**config.mk**
```make
export PLATFORM = sky130hd
export DESIGN_NAME = seq_mul4
export DESIGN_NICKNAME = d
export VERILOG_FILES = /design/src/rtl/mul_pkg.sv /design/src/rtl/rca_n.sv /design/src/rtl/seq_mul4.sv
export SDC_FILE = /design/constraint.sdc
export NUM_CORES = 1
export LEC_CHECK = 0
export BUFFER_PORTS_ARGS = -buffer_cell sky130_fd_sc_hd__buf_2
export CORE_UTILIZATION = 53
export DETAILED_ROUTE_END_ITERATION = 12
export PLACE_DENSITY = 0.84
export SLEW_MARGIN = 30
export SYNTH_ARGS = -nofsm -noshare
export SYNTH_HDL_FRONTEND = slang
export SYNTH_SLANG_ARGS = --single-unit
```
**constraint.sdc**
```tcl
create_clock -name clk -period 2.91 [get_ports clk]
set_input_delay 0.4365 -clock clk [delete_from_list [all_inputs] [get_ports clk]]
set_output_delay 0.4365 -clock clk [all_outputs]
set_load 0.01 [all_outputs]
```
**src/rtl/mul_pkg.sv**
```systemverilog
// mul_pkg: shared constants and types for the sequential multiplier.
//   MUL_N    default operand width
//   state_t  control FSM encoding (IDLE/RUN/DONE; code 3 is unused and
//            treated as IDLE by the FSM)
package mul_pkg;

    localparam int MUL_N = 4;

    typedef enum logic [1:0] {
        S_IDLE = 2'd0,
        S_RUN  = 2'd1,
        S_DONE = 2'd2
    } state_t;

endpackage : mul_pkg

```
**src/rtl/rca_n.sv**
```systemverilog
// rca_n: N-bit combinational ripple-carry adder made of full-adder cells.
// Ports:
//   a, b  input  [N-1:0]  addends
//   ci    input           carry in
//   s     output [N-1:0]  sum
//   co    output          carry out of the top cell
module rca_n #(
    parameter int N = 4
) (
    input  logic [N-1:0] a,
    input  logic [N-1:0] b,
    input  logic         ci,
    output logic [N-1:0] s,
    output logic         co
);

    logic [N:0] carry;

    assign carry[0] = ci;

    generate
        for (genvar gi = 0; gi < N; gi++) begin : g_fa
            assign s[gi]         = a[gi] ^ b[gi] ^ carry[gi];
            assign carry[gi + 1] = (a[gi] & b[gi]) | (carry[gi] & (a[gi] ^ b[gi]));
        end
    endgenerate

    assign co = carry[N];

endmodule : rca_n

```
**src/rtl/seq_mul4.sv**
```systemverilog
// seq_mul4: sequential shift-and-add unsigned multiplier.
// One adder pass per RUN cycle; an N x N product appears N clocks after
// the accepting edge, flagged by a one-cycle done pulse.
// Ports:
//   clk      input            clock, rising edge
//   rst      input            synchronous active-high reset
//   start    input            request, sampled only in IDLE
//   a        input  [N-1:0]   multiplicand, captured on the accepting edge
//   b        input  [N-1:0]   multiplier, captured on the accepting edge
//   busy     output           high in RUN and DONE
//   done     output           one-cycle pulse, product is new
//   product  output [2N-1:0]  a*b, held until the next completion
module seq_mul4
    import mul_pkg::*;
#(
    parameter int N = MUL_N
) (
    input  logic           clk,
    input  logic           rst,
    input  logic           start,
    input  logic [N-1:0]   a,
    input  logic [N-1:0]   b,
    output logic           busy,
    output logic           done,
    output logic [2*N-1:0] product
);

    localparam int CW = $clog2(N + 1);
    localparam logic [CW-1:0] LAST_ITER = CW'(N - 1);

    state_t         state_reg, state_next;
    logic [N-1:0]   m_reg, m_next;
    // {HI, LO}. The adder carry C only lives between the add and the shift
    // of one iteration: the shift always moves it into HI's MSB, so the
    // stored C bit would always be 0 and is not kept.
    logic [2*N-1:0] acc_reg, acc_next;
    logic [CW-1:0]  cnt_reg, cnt_next;
    logic [2*N-1:0] product_reg, product_next;
    logic           busy_reg, busy_next;
    logic           done_reg, done_next;

    logic [N-1:0]   hi, lo;
    logic [N-1:0]   sum;
    logic           co;
    logic [N:0]     c_hi;       // {C, HI} after the conditional add
    logic [2*N-1:0] shifted;    // {HI, LO} after the right shift

    assign hi = acc_reg[2*N-1:N];
    assign lo = acc_reg[N-1:0];

    rca_n #(.N(N)) u_add (
        .a  (hi),
        .b  (m_reg),
        .ci (1'b0),
        .s  (sum),
        .co (co)
    );

    always_comb begin
        c_hi    = lo[0] ? {co, sum} : {1'b0, hi};
        // 0 shifts into the MSB of {C,HI,LO}; it drops out of the 2N-bit view.
        shifted = {c_hi, lo[N-1:1]};
    end

    always_comb begin
        state_next   = state_reg;
        m_next       = m_reg;
        acc_next     = acc_reg;
        cnt_next     = cnt_reg;
        product_next = product_reg;
        busy_next    = 1'b0;
        done_next    = 1'b0;

        case (state_reg)
            S_RUN: begin
                busy_next = 1'b1;
                acc_next  = shifted;
                cnt_next  = cnt_reg + 1'b1;
                if (cnt_reg == LAST_ITER) begin
                    state_next   = S_DONE;
                    product_next = shifted;
                    done_next    = 1'b1;
                end
            end
            S_DONE: begin
                state_next = S_IDLE;
            end
            default: begin
                // IDLE, and the unused code 3 which behaves as IDLE
                state_next = S_IDLE;
                if (start) begin
                    state_next = S_RUN;
                    m_next     = a;
                    acc_next   = {{N{1'b0}}, b};
                    cnt_next   = '0;
                    busy_next  = 1'b1;
                end
            end
        endcase
    end

    always_ff @(posedge clk) begin
        if (rst) begin
            state_reg   <= S_IDLE;
            m_reg       <= '0;
            acc_reg     <= '0;
            cnt_reg     <= '0;
            product_reg <= '0;
            busy_reg    <= 1'b0;
            done_reg    <= 1'b0;
        end else begin
            state_reg   <= state_next;
            m_reg       <= m_next;
            acc_reg     <= acc_next;
            cnt_reg     <= cnt_next;
            product_reg <= product_next;
            busy_reg    <= busy_next;
            done_reg    <= done_next;
        end
    end

    assign busy    = busy_reg;
    assign done    = done_reg;
    assign product = product_reg;

endmodule : seq_mul4

```
==> impl_metrics.py, run 1 <==
metrics = {
    "cts": {
        "cts_sinks": 27,
        "root_buffer": "clkbuf_4",
        "post_cts_resized": 0,
        "cts_tree": "built",
        "path_clk_slew_ns": 0.16,
        "clk_latency_ns": 0.34,
        "ctsHoldBuffers": 0,
        "htreeDepth": 1,
        "postCtsSetupBuffers": 0,
        "cts_buffers": 3,
        "clock_path_buffers": 2,
    },
    "floorplan": {
        "die_h_um": 50.4,
        "start_util_pct": 56.2,
        "coreArea_mm2": 0.00221,
        "fp.dieArea_mm2": 0.00254,
        "ioPinCount": 21,
        "row_count": 17,
        "die_x_um": 50.4,
    },
    "hold_path": {
        "hp-class": "in2reg",
        "hp-start": "a[1]",
    },
    "route": {
        "viasPerCell": 5.37,
        "firstDrtPassIters": 4,
        "via_count": 967,
        "final_antenna_net_count": 0,
        "wl_per_cell_um": 13.0,
        "route.detailed.drc": 0,
        "drtIter0Drc": 23,
        "routed_wl_um": 2350,
    },
    "grt": {
        "grtUsageTotal_pct": 21.0,
        "grt_pass1_wl_um": 4050,
        "antenna_found_initial": 0,
        "grt_max_degree": 28,
        "grt_overflow_total": 0,
        "grt_pass1_vias": 979,
    },
    "sta": {
        "fin_crit_ns": 2.42,
        "fin_crit_sh_pct": 83.2,
        "clock.fmax_mhz": 413,
        "rsz0062_at_grt": "no",
        "final_hold_viol_count": 0,
        "clock_skew_ns": 0.0160,
        "drv_slew": 0,
        "setup_viol": 0,
        "setup_tns_ns": 0,
        "worstMarginPinSlew_ns": 0.548,
        "maxSlewHeadroom_pct": 63.5,
        "whs_ns": 0.334,
    },
    "synthesis": {
        "syn-mean-instance-area_um2": 9.14,
        "synth_area_leaders": "dfxtp_1 43%, nand2_1 6.3%, a21oi_1 6.0%",
        "ys_ff_latch": 27,
        "ys_warn_count": 0,
        "synthDistinctLibCells": 29,
        "yosysSeqAreaShare_pct": 43.5,
        "synth.top_cell.area_share_pct": 43.5,
        "yosys.area.top_type": "dfxtp_1",
        "syn_nets": 155,
        "synth_cells": 136,
        "syn_area_mm2": 0.00124,
    },
    "finish": {
        "n_fill_cell": 218,
        "final_cells": 180,
        "drive_above_1_share_pct": 19.1,
        "mostFrequentLayoutCell": "dfxtp_1",
        "final_cell_mix": "27 x dfxtp_1, 21 x nand2_1, 20 x buf_2",
        "num-nets-final": 172,
        "stdcell_area_mm2": 0.00134,
        "num_antenna_cells": 0,
        "flow.area_growth_from_synthesis_pct": 8.05,
    },
    "status": {
        "status": "completed",
    },
    "pwr": {
        "power.leakage_uw": 0.000533,
        "power_density_mw_per_mm2": 468,
        "ir_drop_uv": 277,
    },
    "worst_setup_path": {
        "crit_type": "reg2reg",
        "worstReg2RegStart": "acc_reg[4]",
        "cp-end-kind": "flop",
        "required_ns": 3.14,
        "arrival_ns": 2.65,
        "crit_start": "acc_reg[4]",
        "start_kind": "flop",
        "path_max_fanout": 3,
    },
    "place": {
        "dpl.cell_count": 176,
        "gp_congestion": 0.761,
        "numPortBuffers": 20,
        "hpwl_um": 1760,
        "placed_cell_area_mm2": 0.00131,
    },
    "flow_run": {
        "drv_cap": 0,
    },
}
[worst paths after layout]
check	endpoint	slack, ns	depth (start not counted)
worst max-delay path	acc_reg[6]	0.49	9
worst min-delay path	m_reg[1]	0.33	3
worst max register to register	acc_reg[6]	0.49	9
worst min register to register	product[2]	0.46	2
[synthesized netlist by cell type (all sizes together)]
cell	instances
o32a	1
mux2i	5
inv	10
nand2	21
nor3	2
a211o	1
buf	8
o211ai	4
a22oi	2
and2	1
nand3	5
and2b	1
or2b	1
nor2	13
a211oi	4
o21bai	2
o21ba	1
mux2	1
a21oi	16
ha	5
or3	1
nand4	1
dfxtp	27
fa	3
[power by group]
group	leakage (µW)	switching (µW)	internal (µW)	total [µW]
sequential	0.000220	11.8	382	394
combinational	0.000300	40.2	28.0	68.2
clock	0.0000139	114	52.7	167
total	0.000533	166	463	629
[kinds of logic after synthesis]
group | synth area share, %
flops | 43.5
buf+inv | 8.25
mux | 5.23
compound gates | 17.2
fa+ha+maj | 9.86
simple gates | 16.0
[metal layers]
metal,wire length [µm],global-route usage [%],share of wire (%)
met5,0,0,0
met2,1210,38.4,52
met3,71,2.73,3.0
met1,1020,23.7,44
met4,37,9.72,1.6
[stage by stage]
stage | util [%] | worst slack, ns | total power, µW
CTS | 60.7 | 0.486 | 634
global route | 60.7 | 0.379 | 654
global placement | 59.4 | 0.601 | 465
floorplan | - | 0.635 | 458
detailed placement | 59.4 | 0.499 | 470
finish | 60.7 | 0.490 | 629
[critical path, cell delays in order (launching register included)]
cell and delay [ns]:
dfxtp_1 0.39, ha_1 0.16, inv_1 0.05, fa_1 0.38, fa_1 0.36, inv_1 0.07
fa_1 0.41, mux2_4 0.28, a22oi_1 0.17, nor2_1 0.05
[area by class of cell]
class | count | area [µm²] | share of cell area, %
Clock inverter | 1 | 7.51 | 0.559
Sequential cell | 27 | 541 | 40.2
Tap cell | 28 | 35.0 | 2.61
Multi-Input combinational cell | 91 | 601 | 44.7
Inverter | 10 | 37.5 | 2.79
Timing Repair Buffer | 20 | 100 | 7.45
Clock buffer | 3 | 22.5 | 1.68
Note: power is estimated with default switching activity, not from simulation.
==> inputs of run 2 (changes only) <==
==> constraint.sdc (replaced) <==
create_clock -name clk -period 2.23 [get_ports clk]
set_input_delay 0.3345 -clock clk [delete_from_list [all_inputs] [get_ports clk]]
set_output_delay 0.3345 -clock clk [all_outputs]
set_load 0.01 [all_outputs]
==> run 2 against run 1 <==
Compared with the run above: the flow now finishes with violations (negative setup slack); combinational power is 36% higher; flip-flop and latch count unchanged; final cell count grew 1.1%; wire length decreased by 2.5%; maximum frequency is 4.6% higher; hold slack worse by 0.087 ns.
==> impl_metrics.py, run 2 (synthesis results as in run 1) <==
metrics = {
    "status": {
        "status": "finished, violations left",
        "violations": "negative setup slack",
    },
    "route": {
        "route.detailed.drc": 0,
        "firstDrtPassIters": 4,
        "viasPerCell": 5.45,
        "via_count": 991,
        "final_antenna_net_count": 0,
        "drtIter0Drc": 11,
        "wl_per_cell_um": 12.6,
        "routed_wl_um": 2290,
    },
    "finish": {
        "n_fill_cell": 206,
        "final_cells": 182,
        "mostFrequentLayoutCell": "dfxtp_1",
        "num_antenna_cells": 0,
        "drive_above_1_share_pct": 24.7,
        "final_cell_mix": "25 x dfxtp_1, 21 x nand2_1, 20 x buf_2",
        "flow.area_growth_from_synthesis_pct": 10.2,
        "num-nets-final": 174,
    },
    "worst_setup_path": {
        "worst_path_max_delay_cell": "fa_1",
        "arrival_ns": 2.52,
        "slowest_delay_ns": 0.40,
        "required_ns": 2.44,
        "cp-end-kind": "flop",
        "r2r_slack_ns": -0.08,
        "critPathBufInv": 2,
        "worstReg2RegStart": "m_reg[0]",
        "crit_family": "adder cells",
        "timing.rr.end": "acc_reg[6]",
        "path_max_fanout": 2,
        "cp_cell_sequence": "ha_2 > inv_2 > fa_2 > fa_2 > inv_2 > fa_1 > mux2_4 > a22oi_2 > nor2_1",
        "crit_type": "reg2reg",
        "start_kind": "flop",
        "rr_worst_depth": 9,
    },
    "sta": {
        "fin_crit_ns": 2.31,
        "setup_tns_ns": -0.0846,
        "worstMarginPinSlew_ns": 0.560,
        "whs_ns": 0.246,
        "clock.fmax_mhz": 432,
        "fin_crit_sh_pct": 104,
        "drv_slew": 0,
        "maxSlewHeadroom_pct": 62.7,
        "rsz0062_at_grt": "yes",
        "clock_skew_ns": 0.00397,
        "layout_setup_ws_ns": -0.0846,
        "setup_viol": 1,
        "final_hold_viol_count": 0,
    },
    "cts": {
        "clock_path_buffers": 2,
        "htreeDepth": 1,
        "cts_tree": "built",
        "cts_sinks": 27,
        "clk_latency_ns": 0.32,
        "cts_buffers": 3,
        "path_clk_slew_ns": 0.13,
        "root_buffer": "clkbuf_4",
    },
    "floorplan": {
        "start_util_pct": 56.2,
        "coreArea_mm2": 0.00221,
        "die_h_um": 50.4,
        "fp.dieArea_mm2": 0.00254,
        "row_count": 17,
        "ioPinCount": 21,
        "die_x_um": 50.4,
    },
    "grt": {
        "grt_max_degree": 28,
        "antenna_found_initial": 0,
        "grt_pass1_wl_um": 3840,
        "grtUsageTotal_pct": 19.5,
        "grt_pass1_vias": 937,
        "grt_overflow_total": 0,
    },
    "flow_run": {
        "drv_cap": 0,
    },
    "pwr": {
        "power.leakage_uw": 0.000543,
        "power_density_mw_per_mm2": 593,
        "ir_drop_uv": 366,
        "totalPowerFinal_uw": 813,
    },
    "place": {
        "pre_cts_ws_ns": -0.0740,
        "numPortBuffers": 20,
        "dpl.cell_count": 176,
        "gp_congestion": 0.725,
        "hpwl_um": 1650,
    },
    "hold_path": {
        "hp-start": "a[0]",
        "hp-class": "in2reg",
        "whs_endpoint": "m_reg[0]",
        "hold_path_depth": 3,
    },
}
-- run 2: cell types whose count changed in the layout (fill, tap and decap cells not counted), sizes merged --
cell      before  now
buf           20   22
clkbuf         3    4
clkinvlp       1    0
-- run 2: report_power, final --
part / switching (µW) / internal (µW)
Clock: 136 / 70.0
Combinational: 54.1 / 38.7
Sequential: 14.8 / 499
-- run 2: cell type report --
| class | instances | area, µm² | share of cell area, % |
|---|---|---|---|
| Clock buffer | 4 | 26.3 | 1.92 |
| Multi-Input combinational cell | 91 | 613 | 44.7 |
| Timing Repair Buffer | 22 | 115 | 8.40 |
| Sequential cell | 27 | 543 | 39.6 |
| Tap cell | 28 | 35.0 | 2.56 |
| Inverter | 10 | 37.5 | 2.74 |
-- run 2: worst min-delay path, cell delays in order --
cell	delay, ns
buf_2	0.10
nand3_1	0.05
a21oi_1	0.05
-- run 2: per-stage QoR --
stage | util (%) | area (µm²)
after floorplan | - | 1250
after global placement | 59.7 | 1320
after detailed placement | 59.7 | 1320
after CTS | 61.5 | 1360
after global routing | 61.9 | 1370
final | 61.9 | 1370
-- run 2: what timing repair did --
| item | 4_1_cts | 5_1_grt |
|---|---|---|
| setup buffers | 1 | 1 |
| endpoints found under the setup margin | 1 | 2 |
| hold buffers | 0 | 0 |
| gates resized for setup | 3 | 2 |
-- run 2: how the worst max path moves through the flow --
stage	start	to	cells past startpoint	slack [ns]
floorplan	m_reg[0]	acc_reg[6]	9	0.03
global placement	m_reg[0]	acc_reg[6]	9	-0.003
detailed placement	m_reg[0]	acc_reg[6]	9	-0.07
CTS	m_reg[0]	acc_reg[6]	9	-0.06
global route	m_reg[0]	acc_reg[6]	9	-0.15
finish	m_reg[0]	acc_reg[6]	9	-0.08
-- run 2: metal layers --
metal	track usage, %	vias to the layer above	wire length [µm]
li1	-	492	-
met4	6.94	0	34
met3	2.73	5	88
met1	22.6	472	1030
met2	36.0	22	1140
met5	0	-	0
==> inputs of run 3 (changes only) <==
--- a/config.mk
+++ b/config.mk
@@ -13,3 +13,4 @@
 export SYNTH_ARGS = -nofsm -noshare
 export SYNTH_HDL_FRONTEND = slang
 export SYNTH_SLANG_ARGS = --single-unit
+export TNS_END_PERCENT = 5
==> run 3 against run 2 <==
Compared with the run above: the flow still finishes with violations (negative setup slack); clock-buffer cell count unchanged; clock skew fell by 0.0018 ns; cell area shrank 0.18%; utilization is 0.11 points lower; wire length is 0.44% lower; sequential power about the same; via count shrank 0.91%; setup slack improved by 0.019 ns; first-iteration DRC count grew 18%; die area is the same; register-to-register slack better by 0.02 ns.
==> impl_metrics.py, run 3 (synthesis results as in run 1) <==
metrics = {
    "worst_setup_path": {
        "arrival_ns": 2.51,
        "required_ns": 2.44,
        "cpMostUsedCell": "fa_2",
        "start_kind": "flop",
        "path_depth": 9,
        "worst_path_max_delay_cell": "fa_1",
        "path_max_fanout": 2,
        "rr_worst_depth": 9,
        "slowest_delay_ns": 0.40,
        "crit_type": "reg2reg",
        "critPathBufInv": 2,
        "cp_cell_sequence": "ha_1 > inv_1 > fa_2 > fa_2 > inv_2 > fa_1 > mux2_4 > a22oi_2 > nor2_1",
        "crit_family": "adder cells",
        "cp-end-kind": "flop",
    },
    "sta": {
        "worstMarginPinSlew_ns": 0.567,
        "final_hold_viol_count": 0,
        "layout_setup_ws_ns": -0.0651,
        "clock_skew_ns": 0.00217,
        "clock.fmax_mhz": 436,
        "fin_crit_sh_pct": 103,
        "setup_viol": 1,
        "drv_slew": 0,
        "whs_ns": 0.244,
        "maxSlewHeadroom_pct": 62.2,
        "rsz0062_at_grt": "yes",
        "fin_crit_ns": 2.30,
    },
    "hold_path": {
        "hp-class": "in2reg",
        "hold_path_depth": 3,
    },
    "pwr": {
        "power_frac_seq_pct": 63.1,
        "p_sw_share_pct": 25.4,
        "pwr-share-clk_pct": 25.5,
        "internal-power_uw": 608,
        "pwr-share-comb_pct": 11.4,
        "power_density_mw_per_mm2": 596,
        "ir_drop_uv": 370,
        "switching_power_uw": 207,
        "totalPowerFinal_uw": 814,
        "power.leakage_uw": 0.000546,
    },
    "route": {
        "firstDrtPassIters": 4,
        "final_antenna_net_count": 0,
        "via_count": 982,
        "route.detailed.drc": 0,
        "routed_wl_um": 2280,
        "wl_per_cell_um": 12.5,
        "drtIter0Drc": 13,
        "viasPerCell": 5.40,
    },
    "cts": {
        "clock_path_buffers": 2,
        "htreeDepth": 1,
        "path_clk_slew_ns": 0.14,
        "cts_sinks": 27,
        "cts_buffers": 3,
        "root_buffer": "clkbuf_4",
        "clk_latency_ns": 0.32,
        "ctsHoldBuffers": 0,
        "cts_tree": "built",
    },
    "finish": {
        "num-nets-final": 174,
        "final_cell_mix": "25 x dfxtp_1, 21 x nand2_1, 20 x buf_2",
        "num_antenna_cells": 0,
        "n_fill_cell": 205,
        "fin_util_pct": 61.8,
        "regArea_um2": 543,
        "mostFrequentLayoutCell": "dfxtp_1",
        "final_cells": 182,
        "flow.area_growth_from_synthesis_pct": 9.96,
        "drive_above_1_share_pct": 23.4,
        "multiInputGateArea_um2": 611,
    },
    "status": {
        "violations": "negative setup slack",
        "status": "finished, violations left",
    },
    "floorplan": {
        "die_x_um": 50.4,
        "ioPinCount": 21,
        "row_count": 17,
        "die_h_um": 50.4,
        "coreArea_mm2": 0.00221,
        "start_util_pct": 56.2,
        "fp.dieArea_mm2": 0.00254,
    },
    "place": {
        "dpl.cell_count": 176,
        "pre_cts_ws_ns": -0.0740,
        "gp_congestion": 0.725,
        "hpwl_um": 1650,
        "numPortBuffers": 20,
    },
    "grt": {
        "grt_pass1_vias": 937,
        "grtUsageTotal_pct": 19.5,
        "grt_max_degree": 28,
        "antenna_found_initial": 0,
        "grt_overflow_total": 0,
        "grt_pass1_wl_um": 3840,
    },
    "flow_run": {
        "drv_cap": 0,
    },
}
==> run 3: cell counts in the layout (fill, tap and decap cells not counted) <==
Identical to the previous run, type by type.
==> run 3: worst paths after layout <==
kind	startpoint	endpoint	slack [ns]
hold reg to reg	product[2]	product[2]	0.46
hold / removal	a[0]	m_reg[0]	0.24
setup reg to reg	m_reg[0]	acc_reg[6]	-0.07
setup / recovery	m_reg[0]	acc_reg[6]	-0.07
==> run 3: per-stage QoR <==
| stage | TNS (ns) | cell area, µm² |
|---|---|---|
| after CTS | -0.0582 | 1360 |
| after floorplan | 0 | 1250 |
| after global placement | -0.00333 | 1320 |
| after global routing | -0.208 | 1370 |
| final | -0.0651 | 1370 |
| after detailed placement | -0.0740 | 1320 |
==> run 3: power groups by stage <==
stage	combinational (µW)	clock [µW]	sequential, µW
global placement	84.2	0	524
finish	92.5	208	514
CTS	91.3	216	514
floorplan	79.4	0	519
detailed placement	89.0	0	524
global route	103	232	517
==> run 3: per-layer routing <==
metal / up-vias / wire length [µm] / track usage (%)
li1: 490 / - / -
met1: 463 / 1030 / 22.6
met2: 24 / 1140 / 36.0
met3: 5 / 75 / 2.73
met4: 0 / 34 / 6.94
met5: - / 0 / 0
==> run 3: area by class of cell <==
class	count	share of cell area (%)
Multi-Input combinational cell	91	44.6
Sequential cell	27	39.7
Timing Repair Buffer	22	8.42
Inverter	10	2.74
Tap cell	28	2.56
Clock buffer	4	1.92
==> run 3: tightest hold or removal path: stages <==
cell and delay, ns:
buf_2 0.10, nand3_1 0.05, a21oi_1 0.05
==> run 3: timing repair <==
item | CTS | global route
endpoints found under the hold margin | 0 | 0
endpoints found under the setup margin | 1 | 2
buffers inserted | 1 | 1
resized for setup | 3 | 0
